===== src/rtl/hazard3_muldiv_arb_pkg.sv =====
// Shared definitions for the two-port muldiv arbiter: M-extension op
// encodings, FSM state type, and the operand-reuse hit-set decode.
package hazard3_muldiv_arb_pkg;

  localparam int W_MULOP_DEF = 3;

  // Op encodings match the core's decode (funct3 with bit 2 inverted).
  localparam logic [2:0] M_OP_DIV    = 3'b000;
  localparam logic [2:0] M_OP_DIVU   = 3'b001;
  localparam logic [2:0] M_OP_REM    = 3'b010;
  localparam logic [2:0] M_OP_REMU   = 3'b011;
  localparam logic [2:0] M_OP_MUL    = 3'b100;
  localparam logic [2:0] M_OP_MULH   = 3'b101;
  localparam logic [2:0] M_OP_MULHSU = 3'b110;
  localparam logic [2:0] M_OP_MULHU  = 3'b111;

  typedef enum logic {
    ST_IDLE = 1'b0,
    ST_BUSY = 1'b1
  } arb_state_e;

  // True when the unit's held result for last_op also answers new_op.
  // MUL is computed as an unsigned product by the unit, so its high half
  // is a valid MULHU result; the reverse direction holds for any MULH*.
  function automatic logic reuse_hit_pair(input logic [2:0] last_op,
                                          input logic [2:0] new_op);
    logic hit;
    hit = (last_op == new_op);
    case (last_op)
      M_OP_DIV:                          hit = hit | (new_op == M_OP_REM);
      M_OP_REM:                          hit = hit | (new_op == M_OP_DIV);
      M_OP_DIVU:                         hit = hit | (new_op == M_OP_REMU);
      M_OP_REMU:                         hit = hit | (new_op == M_OP_DIVU);
      M_OP_MUL:                          hit = hit | (new_op == M_OP_MULHU);
      M_OP_MULH, M_OP_MULHSU, M_OP_MULHU: hit = hit | (new_op == M_OP_MUL);
      default:                           ;
    endcase
    return hit;
  endfunction

endpackage


===== src/rtl/hazard3_muldiv_reuse_chk.sv =====
// Remembers the operands of the last op sent to the muldiv unit and flags
// a candidate request that can be answered from the unit's held result.
module hazard3_muldiv_reuse_chk
  import hazard3_muldiv_arb_pkg::*;
#(
  parameter int W_DATA   = 32,
  parameter int W_MULOP  = W_MULOP_DEF,
  parameter bit REUSE_EN = 1'b1
) (
  input  logic               clk,
  input  logic               rst_n,
  input  logic               capture,     // op issued to the unit this cycle
  input  logic               complete,    // unit result delivered this cycle
  input  logic               invalidate,  // in-flight op killed this cycle
  input  logic [W_MULOP-1:0] cand_op,
  input  logic [W_DATA-1:0]  cand_a,
  input  logic [W_DATA-1:0]  cand_b,
  output logic               hit
);

  logic               reuse_vld;
  logic [W_MULOP-1:0] last_op;
  logic [W_DATA-1:0]  last_a;
  logic [W_DATA-1:0]  last_b;

  // Held result is trustworthy only between a clean completion and the next issue or kill.
  // NOTE: clocked state uses non-blocking assignments so every flop samples pre-edge values.
  always_ff @(posedge clk or negedge rst_n) begin
    if (!rst_n) begin
      reuse_vld <= 1'b0;
    end else if (complete) begin
      reuse_vld <= 1'b1;
    end else if (capture || invalidate) begin
      reuse_vld <= 1'b0;
    end
  end

  // Capture the operands that the unit is about to work on.
  // NOTE: no reset on these data registers; reuse_vld gates every use of them.
  always_ff @(posedge clk) begin
    if (capture) begin
      last_op <= cand_op;
      last_a  <= cand_a;
      last_b  <= cand_b;
    end
  end

  assign hit = REUSE_EN && reuse_vld
            && (cand_a == last_a) && (cand_b == last_b)
            && reuse_hit_pair(last_op[2:0], cand_op[2:0]);

endmodule


===== src/rtl/hazard3_muldiv_arb.sv =====
// Shares one sequential multiply/divide unit between two requesters:
// round-robin grant, per-port kill, result routing, operand-reuse fast path.
module hazard3_muldiv_arb
  import hazard3_muldiv_arb_pkg::*;
#(
  parameter int W_DATA   = 32,
  parameter int W_MULOP  = W_MULOP_DEF,
  parameter bit REUSE_EN = 1'b1
) (
  input  logic                 clk,
  input  logic                 rst_n,
  input  logic [1:0]           req_vld,
  output logic [1:0]           req_rdy,
  input  logic [2*W_MULOP-1:0] req_op,
  input  logic [2*W_DATA-1:0]  req_a,
  input  logic [2*W_DATA-1:0]  req_b,
  input  logic [1:0]           req_kill,
  output logic [1:0]           resp_vld,
  output logic [W_DATA-1:0]    resp_h,
  output logic [W_DATA-1:0]    resp_l,
  output logic [W_MULOP-1:0]   md_op,
  output logic                 md_vld,
  input  logic                 md_rdy,
  output logic                 md_kill,
  output logic [W_DATA-1:0]    md_a,
  output logic [W_DATA-1:0]    md_b,
  input  logic [W_DATA-1:0]    md_result_h,
  input  logic [W_DATA-1:0]    md_result_l,
  input  logic                 md_result_vld
);

  arb_state_e         state;
  logic               owner;     // port whose op is in the unit while BUSY
  logic               rr_ptr;    // port with priority at the next grant
  logic               hit_pend;  // reuse hit answered this cycle
  logic               hit_port;

  logic [1:0]         cand;
  logic               sel_port;  // port presented to the unit / reuse checker
  logic [W_MULOP-1:0] sel_op;
  logic [W_DATA-1:0]  sel_a;
  logic [W_DATA-1:0]  sel_b;
  logic               reuse_hit;

  logic               issue;
  logic               grant_hit;
  logic               complete;
  logic               owner_kill;

  // A killed port never competes in the cycle its kill is raised.
  assign cand = req_vld & ~req_kill;

  // In IDLE the round-robin winner is presented; in BUSY only the
  // non-owner can be issued (alongside a kill of the owner).
  always_comb begin
    if (state == ST_BUSY) begin
      sel_port = ~owner;
    end else begin
      sel_port = cand[rr_ptr] ? rr_ptr : ~rr_ptr;
    end
  end

  assign sel_op = sel_port ? req_op[2*W_MULOP-1:W_MULOP] : req_op[W_MULOP-1:0];
  assign sel_a  = sel_port ? req_a[2*W_DATA-1:W_DATA]    : req_a[W_DATA-1:0];
  assign sel_b  = sel_port ? req_b[2*W_DATA-1:W_DATA]    : req_b[W_DATA-1:0];

  hazard3_muldiv_reuse_chk #(
    .W_DATA   (W_DATA),
    .W_MULOP  (W_MULOP),
    .REUSE_EN (REUSE_EN)
  ) u_reuse_chk (
    .clk        (clk),
    .rst_n      (rst_n),
    .capture    (issue),
    .complete   (complete),
    .invalidate (owner_kill),
    .cand_op    (sel_op),
    .cand_a     (sel_a),
    .cand_b     (sel_b),
    .hit        (reuse_hit)
  );

  // Decide this cycle's action: grant/issue, reuse hit, completion or kill.
  // NOTE: every output of this block gets a default first, so no latch can be inferred.
  always_comb begin
    issue      = 1'b0;
    grant_hit  = 1'b0;
    complete   = 1'b0;
    owner_kill = 1'b0;
    req_rdy    = 2'b00;
    resp_vld   = 2'b00;

    if (state == ST_IDLE) begin
      if (md_rdy && !hit_pend && (cand != 2'b00)) begin
        grant_hit = reuse_hit;
        issue     = !reuse_hit;
      end
      if (hit_pend && !req_kill[hit_port]) begin
        resp_vld[hit_port] = 1'b1;
      end
    end else begin
      owner_kill = req_kill[owner];
      if (owner_kill) begin
        issue = cand[sel_port];
      end else if (md_result_vld) begin
        complete        = 1'b1;
        resp_vld[owner] = 1'b1;
      end
    end

    if (issue || grant_hit) begin
      req_rdy[sel_port] = 1'b1;
    end
  end

  assign md_vld  = issue;
  assign md_kill = owner_kill;
  assign md_op   = sel_op;
  assign md_a    = sel_a;
  assign md_b    = sel_b;
  assign resp_h  = md_result_h;
  assign resp_l  = md_result_l;

  // Arbitration FSM: ownership, round-robin pointer and reuse-hit pipeline.
  always_ff @(posedge clk or negedge rst_n) begin
    if (!rst_n) begin
      state    <= ST_IDLE;
      owner    <= 1'b0;
      rr_ptr   <= 1'b0;
      hit_pend <= 1'b0;
      hit_port <= 1'b0;
    end else begin
      hit_pend <= grant_hit;
      if (grant_hit) begin
        hit_port <= sel_port;
      end
      case (state)
        ST_IDLE: begin
          if (issue) begin
            state <= ST_BUSY;
            owner <= sel_port;
          end
        end
        ST_BUSY: begin
          if (owner_kill) begin
            rr_ptr <= ~owner;
            if (issue) begin
              owner <= sel_port;
            end else begin
              state <= ST_IDLE;
            end
          end else if (complete) begin
            state  <= ST_IDLE;
            rr_ptr <= ~owner;
          end
        end
        default: state <= ST_IDLE;
      endcase
    end
  end

endmodule


===== config.mk =====
export PLATFORM = sky130hd
export DESIGN_NAME = hazard3_muldiv_arb
export DESIGN_NICKNAME = d
export VERILOG_FILES = /design/src/rtl/hazard3_muldiv_arb_pkg.sv /design/src/rtl/hazard3_muldiv_reuse_chk.sv /design/src/rtl/hazard3_muldiv_arb.sv
export SDC_FILE = /design/constraint.sdc
export NUM_CORES = 1
export LEC_CHECK = 0
export CAP_MARGIN = 20
export CORE_AREA = 3 3 132 134
export CTS_BUF_LIST = sky130_fd_sc_hd__clkbuf_8
export CTS_CLUSTER_DIAMETER = 200
export DETAILED_ROUTE_END_ITERATION = 10
export DIE_AREA = 0 0 135 137
export GPL_ROUTABILITY_DRIVEN = 0
export PLACE_DENSITY = 0.68
export SYNTH_ARGS = -nofsm -noshare
export SYNTH_HDL_FRONTEND = slang
export SYNTH_HIERARCHICAL = 1
export SYNTH_SLANG_ARGS = --single-unit

===== constraint.sdc =====
create_clock -name clk -period 5 [get_ports clk]
set_input_delay 1 -clock clk [delete_from_list [all_inputs] [get_ports clk]]
set_output_delay 1 -clock clk [all_outputs]
set_load 0.005 [all_outputs]

==> metrics.md <==
| Metric | Value |
|---|---|
| Setup violations, final | 1 |
| Post-Syn Area | 0.00461 mm^2 |
| Cells after Synth | 377 |
| Worst rel slew slack | 0.385 |
| Final hold violations | 0 |
| Critical R2R Launch | state |
| Post-detail-place hpwl | 13.1 mm |
| Tcrit/Tclk final | 1.03 |
| Total track usage | 0.171 |
| Failing checks | setup timing |
| Share of cells above drive strength 1 | 0.307 |
| Post-synth top flop | edfxtp_1 |
| Worst-margin pin slew | 0.922 ns |
| Initial DRC count | 85 |
| Crit start category | input port |
| CP endpoint kind | output pin |
| DRC errors left | 0 |
| Port bufs | 214 |
| Min setup slack post-route | -0.130 ns |
| Total number of vias | around 3,800 |
| H-Tree Depth | 3 |
| RSZ-0062 raised after global routing | yes |
| Drt wl/cell | ~19 um |
| WS Path Type | in2out |
| Post-synth ARST share | 0.0822 |
| Vias in the first global route | 4,248 |
| Sequential share of the synthesized area | 0.469 |
| CTS Root Cell | clkbuf_8 |
| Peak VDD IR | ~260 uV |
| Pin count of the biggest net entering global routing | 69 |
| Final nets | roughly 840 |
| Post-synth net total | 583 |
| Routed Antenna Nets | 0 |
| Clk sink count | 73 |
| Min cycle time layout | around 5.1 ns |
| Syn Area/Cell | 12.2 um^2 |
| Top Ports | around 340 |
| Crit path launch | req_kill[0] |
| Max_cap viols | 0 |
| Area grow syn2layout | 66.6% |
| Warning count from the yosys run | 6 |
| Area of the core | 0.0164 mm^2 |
| CP Data Required Time | roughly 4.0 ns |
| Reg clk slew, reported paths | 0.08 ns |
| Ant diodes | 0 |
| Initial antenna violation count | 0 |
| Skew final | roughly 0.012 ns |
| Clock Path Buffers | 2 |
| Fin. max-slew vios | 0 |
| Row count | 47 |
| Cts bufs inserted | 9 |
| Die ar. | 0.0185 mm^2 |
| TritonCTS clock tree | built |
| Post-synth EDFFs | 67 |
| Lkg Pwr | 2.91 nW |
| Chip Width | 135 um |
| Worst EP arrival | 4.13 ns |
| First-pass iteration count of the detailed router | 4 |
| CP max FO | 5 |
| Placed Cells incl. Taps | around 830 |
| Pre-CTS setup slack | -0.814 ns |
| Chip Height | 137 um |
| First-pass GRT wire length | between 20 and 25 mm |
| Final WL | about 16 mm |
| Library cells used by synthesis | 47 |
| Final hold slack | 0.508 ns |
| Avg Vias per Cell | 4.45 |
| Final cell count without fillers | 855 |
| GRT overflow | 0 |
| Seq cells post-synth | 73 |
| Starting Density | 0.281 |
| FMAX | 195 MHz |
| Status | finished, violations left |
| Hold crit path type | reg2reg |
| Clk Latency, worst-skew pair | 0.36 ns |
| Hold Crit Start | u_reuse_chk/reuse_vld |
| Pwr/cell area | 417 mW/mm^2 |
==> Yosys cell counts, types with 6 or more instances <==
master,n,share of area
mux2_2,53,0.13
nand2b_1,10,0.014
inv_1,19,0.015
edfxtp_1,67,0.44
nor2b_1,15,0.020
buf_4,64,0.10
nor2_1,6,0.0049
buf_2,9,0.0098
o22ai_1,9,0.012
nand4_1,9,0.012
dfrtp_1,6,0.033
xnor2_1,26,0.049
xor2_1,12,0.023
mux2_1,16,0.039
==> where the power goes <==
part | internal [mW] | switching (mW)
clock | 0.230 | 0.234
sequential | 0.817 | 0.0597
combinational | 1.15 | 0.712
total | 2.20 | 1.01
==> final timing paths <==
path / end / depth (start not counted) / slack (ns)
setup reg to reg: u_reuse_chk/last_a[7] / 13 / 0.84
hold / removal: u_reuse_chk/reuse_vld / 1 / 0.51
max in group asynchronous: rr_ptr / 1 / 3.92
setup / recovery: md_vld / 18 / -0.13
min in group asynchronous: hit_pend / 1 / 0.87
hold reg to reg: u_reuse_chk/reuse_vld / 1 / 0.51
==> worst max-delay path, stage by stage <==
cell and delay, ns:
buf_6 0.09, nand2b_4 0.14, mux2i_4 0.17, mux2i_4 0.11
buf_6 0.16, bufbuf_16 0.26, buf_4 0.14, mux2_4 0.20
buf_6 0.10, nor2b_2 0.05, a2111oi_2 0.40, buf_4 0.18
and3_1 0.15, nand4_1 0.13, a2111oi_4 0.40, o21a_1 0.23
clkinvlp_4 0.13, buf_6 0.12
==> flip-flops by register name, summed over array words and instances, names as in the netlist <==
| register | flops |
|---|---|
| u_reuse_chk/reuse_vld | 1 |
| owner | 1 |
| u_reuse_chk/last_a | 32 |
| u_reuse_chk/last_op | 3 |
| u_reuse_chk/last_b | 32 |
| rr_ptr | 1 |
| state | 1 |
| hit_port | 1 |
| hit_pend | 1 |
==> cell usage in the layout, fill, tap and decap left out, types with 7 or more instances in the layout <==
cell               n
o22ai_1            9
mux2_1            14
mux2_2            48
xor2_1            12
clkbuf_8           9
inv_1             19
buf_4             92
nand2b_1           9
clkdlybuf4s50_1  209
xnor2_1           25
edfxtp_1          67
nor2b_1           12
nand4_1            9
mux2_4             7
==> kinds of logic (layout without fill, tap and decap cells) <==
family,Yosys count,after routing,share of synthesized area
xor+xnor,38,38,0.0722
compound gates,36,36,0.0611
buf+inv,97,355,0.134
mux,72,72,0.178
simple gates,61,61,0.0863
flops,73,73,0.469
==> repair_timing <==
item                                    CTS  global route
hold buffers                              0             0
setup buffers                            13             1
resized for setup                        47             6
cloned                                    1             0
pin swaps                                14             4
endpoints found under the setup margin    1             1
==> per-layer routing <==
layer	GRT usage	wire length [um]
met5	0	0
met4	0.0442	235
met3	0.0754	1670
met2	0.315	8610
met1	0.177	5820
==> area by class of cell <==
cell class	instances	area (um^2)
clock buffer	9	124
clock inverter	7	71.3
fill	1478	8730
inverter	24	95.1
multi-input combinational	207	1960
sequential	73	2160
tap	220	275
timing repair buffer	315	2990
==> per-stage QoR <==
stage / setup TNS (ns) / util / power, mW / area, um^2
2_1_floorplan: -0.207 / - / 1.65 / 4650
3_5_place_dp: -13.24 / 0.440 / 2.57 / 7210
4_1_cts: -0.125 / 0.467 / 3.26 / 7660
3_3_place_gp: -12.74 / 0.440 / 2.55 / 7210
5_1_grt: -0.266 / 0.468 / 3.40 / 7680
6_report: -0.130 / 0.468 / 3.21 / 7680
No activity file was read; power rests on OpenSTA's default activity.
